$ cat src/rtl/multicycle_controller.sv
// Moore control FSM for a multicycle RISC-V subset (lw, sw, R-type, I-ALU, jal, beq).
// Define MULTICYCLE_ILLEGAL_TRAP_EN to trap on unsupported opcodes; otherwise they return to FETCH.
module multicycle_controller (
  input  logic        clock,
  input  logic        reset,
  input  logic [31:0] instruction,
  input  logic        zero,
  output logic        PC_write,
  output logic        adr_select,
  output logic        mem_write,
  output logic        IR_write,
  output logic        reg_write,
  output logic [1:0]  result_select,
  output logic [1:0]  ALU_src_A,
  output logic [1:0]  ALU_src_B,
  output logic [2:0]  ALU_control,
  output logic [1:0]  immediate_select,
  output logic        illegal,
  output logic [3:0]  state
);

  typedef enum logic [3:0] {
    S_FETCH    = 4'd0,
    S_DECODE   = 4'd1,
    S_MEMADR   = 4'd2,
    S_MEMREAD  = 4'd3,
    S_MEMWB    = 4'd4,
    S_MEMWRITE = 4'd5,
    S_EXECUTER = 4'd6,
    S_ALUWB    = 4'd7,
    S_EXECUTEI = 4'd8,
    S_JAL      = 4'd9,
    S_BEQ      = 4'd10,
    S_TRAP     = 4'd11
  } state_t;

  localparam logic [6:0] OP_LW   = 7'b0000011;
  localparam logic [6:0] OP_SW   = 7'b0100011;
  localparam logic [6:0] OP_R    = 7'b0110011;
  localparam logic [6:0] OP_IALU = 7'b0010011;
  localparam logic [6:0] OP_JAL  = 7'b1101111;
  localparam logic [6:0] OP_BEQ  = 7'b1100011;

  localparam logic [2:0] ALU_ADD = 3'b000;
  localparam logic [2:0] ALU_SUB = 3'b001;
  localparam logic [2:0] ALU_AND = 3'b010;
  localparam logic [2:0] ALU_OR  = 3'b011;
  localparam logic [2:0] ALU_SLT = 3'b101;

  state_t      r_state;
  state_t      w_next_state;
  logic [6:0]  w_opcode;
  logic [2:0]  w_funct3;
  logic        w_funct7b5;
  logic [2:0]  w_alu_decoded;
  logic        w_pc_write;
  logic        w_mem_write;
  logic        w_ir_write;
  logic        w_reg_write;
  logic        w_unused;

  assign w_opcode   = instruction[6:0];
  assign w_funct3   = instruction[14:12];
  assign w_funct7b5 = instruction[30];
  assign w_unused   = &{instruction[31], instruction[29:15], instruction[11:7]};

  // NOTE: sequential state uses non-blocking assignments so every register samples pre-edge values.
  always_ff @(posedge clock) begin
    if (reset) r_state <= S_FETCH;
    else       r_state <= w_next_state;
  end

  // Instruction is only consulted for branching in DECODE and MEMADR.
  always_comb begin
    w_next_state = S_FETCH;
    unique case (r_state)
      S_FETCH: w_next_state = S_DECODE;
      S_DECODE: begin
        case (w_opcode)
          OP_LW, OP_SW: w_next_state = S_MEMADR;
          OP_R:         w_next_state = S_EXECUTER;
          OP_IALU:      w_next_state = S_EXECUTEI;
          OP_JAL:       w_next_state = S_JAL;
          OP_BEQ:       w_next_state = S_BEQ;
`ifdef MULTICYCLE_ILLEGAL_TRAP_EN
          default:      w_next_state = S_TRAP;
`else
          default:      w_next_state = S_FETCH;
`endif
        endcase
      end
      S_MEMADR:   w_next_state = (w_opcode == OP_SW) ? S_MEMWRITE : S_MEMREAD;
      S_MEMREAD:  w_next_state = S_MEMWB;
      S_EXECUTER, S_EXECUTEI, S_JAL: w_next_state = S_ALUWB;
`ifdef MULTICYCLE_ILLEGAL_TRAP_EN
      S_TRAP:     w_next_state = S_TRAP;
`endif
      default:    w_next_state = S_FETCH;
    endcase
  end

  always_comb begin
    w_alu_decoded = ALU_ADD;
    case (w_funct3)
      3'b000:  w_alu_decoded = (w_opcode == OP_R && w_funct7b5) ? ALU_SUB : ALU_ADD;
      3'b010:  w_alu_decoded = ALU_SLT;
      3'b110:  w_alu_decoded = ALU_OR;
      3'b111:  w_alu_decoded = ALU_AND;
      default: w_alu_decoded = ALU_ADD;
    endcase
  end

  always_comb begin
    case (w_opcode)
      OP_SW:   immediate_select = 2'b01;
      OP_BEQ:  immediate_select = 2'b10;
      OP_JAL:  immediate_select = 2'b11;
      default: immediate_select = 2'b00;
    endcase
  end

  // NOTE: every output gets a default before the case so no latch is inferred for unlisted states.
  always_comb begin
    w_pc_write    = 1'b0;
    adr_select    = 1'b0;
    w_mem_write   = 1'b0;
    w_ir_write    = 1'b0;
    w_reg_write   = 1'b0;
    result_select = 2'b00;
    ALU_src_A     = 2'b00;
    ALU_src_B     = 2'b00;
    ALU_control   = ALU_ADD;
    case (r_state)
      S_FETCH: begin
        w_ir_write    = 1'b1;
        ALU_src_B     = 2'b10;
        result_select = 2'b10;
        w_pc_write    = 1'b1;
      end
      S_DECODE: begin
        ALU_src_A = 2'b01;
        ALU_src_B = 2'b01;
      end
      S_MEMADR: begin
        ALU_src_A = 2'b10;
        ALU_src_B = 2'b01;
      end
      S_MEMREAD:  adr_select = 1'b1;
      S_MEMWRITE: begin
        adr_select  = 1'b1;
        w_mem_write = 1'b1;
      end
      S_MEMWB: begin
        result_select = 2'b01;
        w_reg_write   = 1'b1;
      end
      S_ALUWB: w_reg_write = 1'b1;
      S_EXECUTER: begin
        ALU_src_A   = 2'b10;
        ALU_control = w_alu_decoded;
      end
      S_EXECUTEI: begin
        ALU_src_A   = 2'b10;
        ALU_src_B   = 2'b01;
        ALU_control = w_alu_decoded;
      end
      S_JAL: begin
        ALU_src_A  = 2'b01;
        ALU_src_B  = 2'b10;
        w_pc_write = 1'b1;
      end
      S_BEQ: begin
        ALU_src_A   = 2'b10;
        ALU_control = ALU_SUB;
        w_pc_write  = zero;
      end
      default: ;
    endcase
  end

  // Write strobes are held off for the whole reset cycle, whatever state is still showing.
  assign PC_write  = w_pc_write  & ~reset;
  assign mem_write = w_mem_write & ~reset;
  assign IR_write  = w_ir_write  & ~reset;
  assign reg_write = w_reg_write & ~reset;
  assign state     = r_state;

`ifdef MULTICYCLE_ILLEGAL_TRAP_EN
  assign illegal = (r_state == S_TRAP);
`else
  assign illegal = 1'b0;
`endif

endmodule

$ cat config.mk
export PLATFORM = sky130hd
export DESIGN_NAME = multicycle_controller
export DESIGN_NICKNAME = d
export VERILOG_FILES = /design/src/rtl/multicycle_controller.sv
export SDC_FILE = /design/constraint.sdc
export NUM_CORES = 1
export LEC_CHECK = 0
export CELL_PAD_IN_SITES_DETAIL_PLACEMENT = 1
export CELL_PAD_IN_SITES_GLOBAL_PLACEMENT = 2
export CORE_ASPECT_RATIO = 0.7
export CORE_MARGIN = 4
export CORE_UTILIZATION = 12
export CTS_CLUSTER_DIAMETER = 80
export DETAILED_ROUTE_END_ITERATION = 10
export PLACE_DENSITY_LB_ADDON = 0.1
export SYNTH_ARGS = -nofsm -noshare
export SYNTH_HDL_FRONTEND = slang
export SYNTH_SLANG_ARGS = --single-unit
export TNS_END_PERCENT = 30
$ cat constraint.sdc
create_clock -name clock -period 1.4 [get_ports clock]
set_input_delay 0.21 -clock clock [delete_from_list [all_inputs] [get_ports clock]]
set_output_delay 0.21 -clock clock [all_outputs]
set_load 0.02 [all_outputs]
======== Yosys cells after proc, flatten, opt, wreduce, memory -nomap -nowiden ========
Cells that the tools add are included.
storage, ports and cells
  register bits ........................... 4
  bits of input ports ..................... 35
  output and inout bits ................... 21
  word-level logic and storage cells ...... 52
operators by class
  eq/ne operators ......................... 19
  multiplexer cells ....................... 15
  bitwise operators ....................... 5
  reductions and logical operators ........ 12
operators with widths
  operator              number
  $pmux W4 S5           2
  $eq A4 B3 Y1 const B  4
  $eq A7 B6 Y1 const B  2
  $eq A7 B7 Y1 const B  2
  $eq A4 B4 Y1 const B  3
  $pmux W2 S2           3
  $pmux W3 S4           1
  $reduce_or A2 Y1      6
  $eq A4 B2 Y1 const B  2
  $eq A7 B2 Y1 const B  1
  $eq A7 B5 Y1 const B  1
  $eq A3 B3 Y1 const B  2
  $pmux W2 S3           1
  $pmux W3 S2           1
  $reduce_or A3 Y1      2
  $mux W1               5
  $and A1 B1 Y1         4
  $eq A4 B1 Y1 const B  1
  $logic_not A4 Y1      1
  $reduce_or A4 Y1      1
  $eq A3 B2 Y1 const B  1
  $logic_not A3 Y1      1
  $mux W3               1
  $pmux W1 S2           1
  2 further kinds       2

======== Longest topological paths before layout ========
Gate-level depths: netlist (run 1).
  depth after elaboration ................. 5
  mapped depth ............................ 5
  gate-level depth less buffers ........... 4

======== Least setup slack after synthesis (run 1) ========
Ideal clock, no wire load.
  path kind ............................... register to output
  from .................................... register r_state[0], in the netlist state[0]
  to ...................................... output port mem_write
  data arrival time ....................... 1,616 ps
  data required time ...................... 1,190 ps
  path slack .............................. -426 ps
  stages on the path, launching flop included .. 4
  path buffers ............................ 2
  path through ............................ dfxtp_1 -> clkbuf_1 -> buf_2 -> nor4b_1
between the ends
  longest elaborated chain between the ends .. 3
RTL lines
  element                   RTL line  source
  start: declaration        50        state_t r_state;
  start signal: assignment  70        else r_state <= w_next_state;
  $eq A4 B3 Y1              133       case (r_state)
  $mux W1                   133
  $and A1 B1 Y1             183       assign mem_write = w_mem_write & ~reset;
  end: declaration          10        output logic mem_write,
No other way between the ends.

======== Final worst setup path (run 1) ========
  from .................................... register r_state[3], in the netlist state[3]
  to ...................................... output port PC_write
between the ends
  longest elaborated chain between the ends .. 4
  elaborated cells between the ends (all ways) .. 6
  those cells by class .................... eq/ne (2); mux (1); bitwise (1); reduce/logical (2)
RTL lines
  element                                           RTL line  source
  $eq A4 B4 Y1 or $logic_not A4 Y1 (tied branches)  133
  $reduce_or A2 Y1 (no source line)                 n/a
  $pmux W1 S2 *                                     133
  $and A1 B1 Y1 *                                   182       assign PC_write = w_pc_write & ~reset;
  end: declaration                                  8         output logic PC_write,
Mark *: on every way between the ends. The rest lies on a longest branch, timed or not.

==> metrics, run 1 <==
status=complete, but fails checks; failing checks=negative setup slack; Die Wd=86.5 um; Core ar.=4040 um2; die area=5450 um2; kind of critical path=reg2out; minimum clock period after layout=1.51 ns; worst hold stages=5; syn_area_per_cell=6.73 um2; Worst Path Buf+Inv=2; fmax=662 MHz; Worst Setup SP=state[3]; Sw Ratio=0.301; Root Driver=clkbuf_8; Remaining DRCs=0; syn_nets=112; fin crit share=1.08; vias in the first global route=931; setup slack, reg-to-reg=0.09 ns; leading cell type by number of instances after synthesis=nor2_1; Worst path slowest cell=dfxtp_4; leak pwr=0.612 nW; Cell Pwr Density=451 nW/um2; reg2reg path depth=6; Logic pwr share=0.402; CTS tree=yes; Ys Warns=0; cell taking the most area after synthesis=dfxtp_1; Worst EP required=1.19 ns; Clk Latency, worst-skew pair=0.22 ns; # nets final=184; DIE HEIGHT=63.0 um; Overflow after GRT=0; area delta synth->final=163%; Slew Limit Fails=0; end point of the critical path=PC_write; Design Area, Final=1360 um2; unrepaired setup endpoints after global routing=true; worst r2r dst=state[1]; largest cells by area after synthesis=dfxtp_1 15%, nor2_1 6.5%, nand2_1 5.1%; Seq cells post-synth=4; Crit. End Element=output pin; Synth cell types=35; fillcell total=496; Hold WS=0.583 ns; vias after detailed routing=838; total area of sequential cells=95.1 um2; EDFF count, synth=0; final hold violations=0; startpoint types=register; Switching Power=185 uW; ANT nets after route=0; hpwl dp=2060 um; Avg WL per Cell=13.5 um; Seq pwr share=0.197; CP Data Arrival Time=1.30 ns; critical path depth in cells=5; initial antenna violation count=0; Mapped Cells=77; Hold Crit Class=in2reg; GRT Util Overall=0.105; ratio of cells with drive above 1 in the final layout=0.646; clock skew=0.00235 ns; io pins=56; Core Rows=19; maximum buffer depth of the clock tree=2; TritonCTS Buffers=3; DP Area=1180 um2; final setup vio count=11; DR iter-0 viols=21; overall power=614 uW; Clk pwr share=0.401; max reg flops=4; multi-input logic area=547 um2; Internal=430 uW; post-synth top area share=0.155; Buffers on Ports=33; Post-synth top flop=dfxtp_1; CP delay by family, top=flip-flops; Antenna diodes=0; global-route wire length before repair=4660 um; GPL Wtd Cong=0.760; Clk pin slew, worst setup/hold paths=0.03 ns; H-tree depth=1; DR pass1 iterations=4; largest net degree at the start of global routing=11; Initial Utilization=0.128; Max-Cap Viols=0; top cells by count, synth=9 x nor2_1, 7 x nand2_1; Final WS setup=-0.111 ns; ys async rst share=0; sequential share of the synthesized area=0.155; Synth Cell Area=518 um2; Peak VDD IR=291 uV; Worst R2R Start=state[1]; CP peak stage delay=0.45 ns; vias per cell=4.21; post-placement cell count=189; fin cells=199; final wirelength=2680 um; crit-path cells=buf_6 -> nand2_2 -> o22a_1 -> nor3_2 -> buf_4; CP max FO=8; CTS sink count=4
kinds of logic (layout without fill, tap and decap cells):
group,count (synthesis),in the layout,share of synthesized area
other,1,1,0.00724
xor gates and xnor gates,4,4,0.0676
buffers and inverters,9,79,0.0821
and+or+nand+nor,44,44,0.466
DFF,4,4,0.155
AOI/OAI and AO/OA,15,15,0.222
metal layers:
metal	vias to the layer above	wire length, um	GRT usage
met4	0	0	0.0233
li1	418	-	-
met3	0	134	0.0224
met1	401	1340	0.151
met2	19	1210	0.156
met5	-	0	0
tightest hold or removal path, delay by kind of cell:
family | cells | cell delay, ns
AOI/OAI and AO/OA | 1 | 0.10
and+or+nand+nor | 1 | 0.08
buffers and inverters | 3 | 0.36
worst min path at each step:
stage / startpoint / end / slack [ns]
2_1_floorplan: instruction[4] / state[3] / 0.39
3_3_place_gp: state[1] / state[2] / 0.67
3_5_place_dp: state[1] / state[2] / 0.66
4_1_cts: instruction[2] / state[0] / 0.55
5_1_grt: instruction[2] / state[0] / 0.60
6_report: instruction[2] / state[0] / 0.58
final cells by class:
cell class / instances / area share
Clock buffer: 3 / 0.0303
Tap cell: 52 / 0.0478
Multi-Input combinational cell: 64 / 0.402
Inverter: 2 / 0.00551
Sequential cell: 4 / 0.0699
Timing Repair Buffer: 74 / 0.445
per-stage QoR:
stage	util	setup slack (ns)	TNS [ns]
2_1_floorplan	-	-0.124	-0.634
3_5_place_dp	0.293	-0.866	-9.31
4_1_cts	0.322	-0.172	-0.930
5_1_grt	0.337	-0.180	-1.44
6_report	0.337	-0.111	-0.585
3_3_place_gp	0.293	-0.838	-9.07
power by group through the flow:
stage               Sequential [mW]  Combinational, mW  Clock [mW]
finish                        0.121              0.247       0.247
global route                  0.122              0.267       0.263
CTS                           0.119              0.239       0.249
detailed placement            0.124              0.239           0
global placement              0.124              0.239           0
floorplan                     0.125             0.0959           0
timing repair:
| action | CTS | global route |
|---|---|---|
| setup endpoints to repair | 23 | 19 |
| buffers inserted | 7 | 1 |
| gates resized for setup | 128 | 26 |
| pin swaps | 11 | 7 |
| hold buffers | 0 | 0 |
placed cells by master (no fill, tap or decap), types with 3 or more instances in the layout:
cell type	count
buf_4	47
buf_6	9
nor2_1	6
dlygate4sd2_1	6
nor3_2	4
nand2_1	4
clkdlybuf4s15_1	4
dfxtp_4	4
nand2_2	3
a21oi_1	3
clkbuf_8	3
buf_2	3
Note: power is estimated with default switching activity, not from simulation.
==> inputs of run 2 (changes only) <==
--- a/config.mk
+++ b/config.mk
@@ -13,6 +13,7 @@
 export CTS_CLUSTER_DIAMETER = 80
 export DETAILED_ROUTE_END_ITERATION = 10
 export PLACE_DENSITY_LB_ADDON = 0.1
+export SLEW_MARGIN = 15
 export SYNTH_ARGS = -nofsm -noshare
 export SYNTH_HDL_FRONTEND = slang
 export SYNTH_SLANG_ARGS = --single-unit
==> results of run 2 <==
Same layout as run 1: the final DEF is identical, and so are final timing and power.
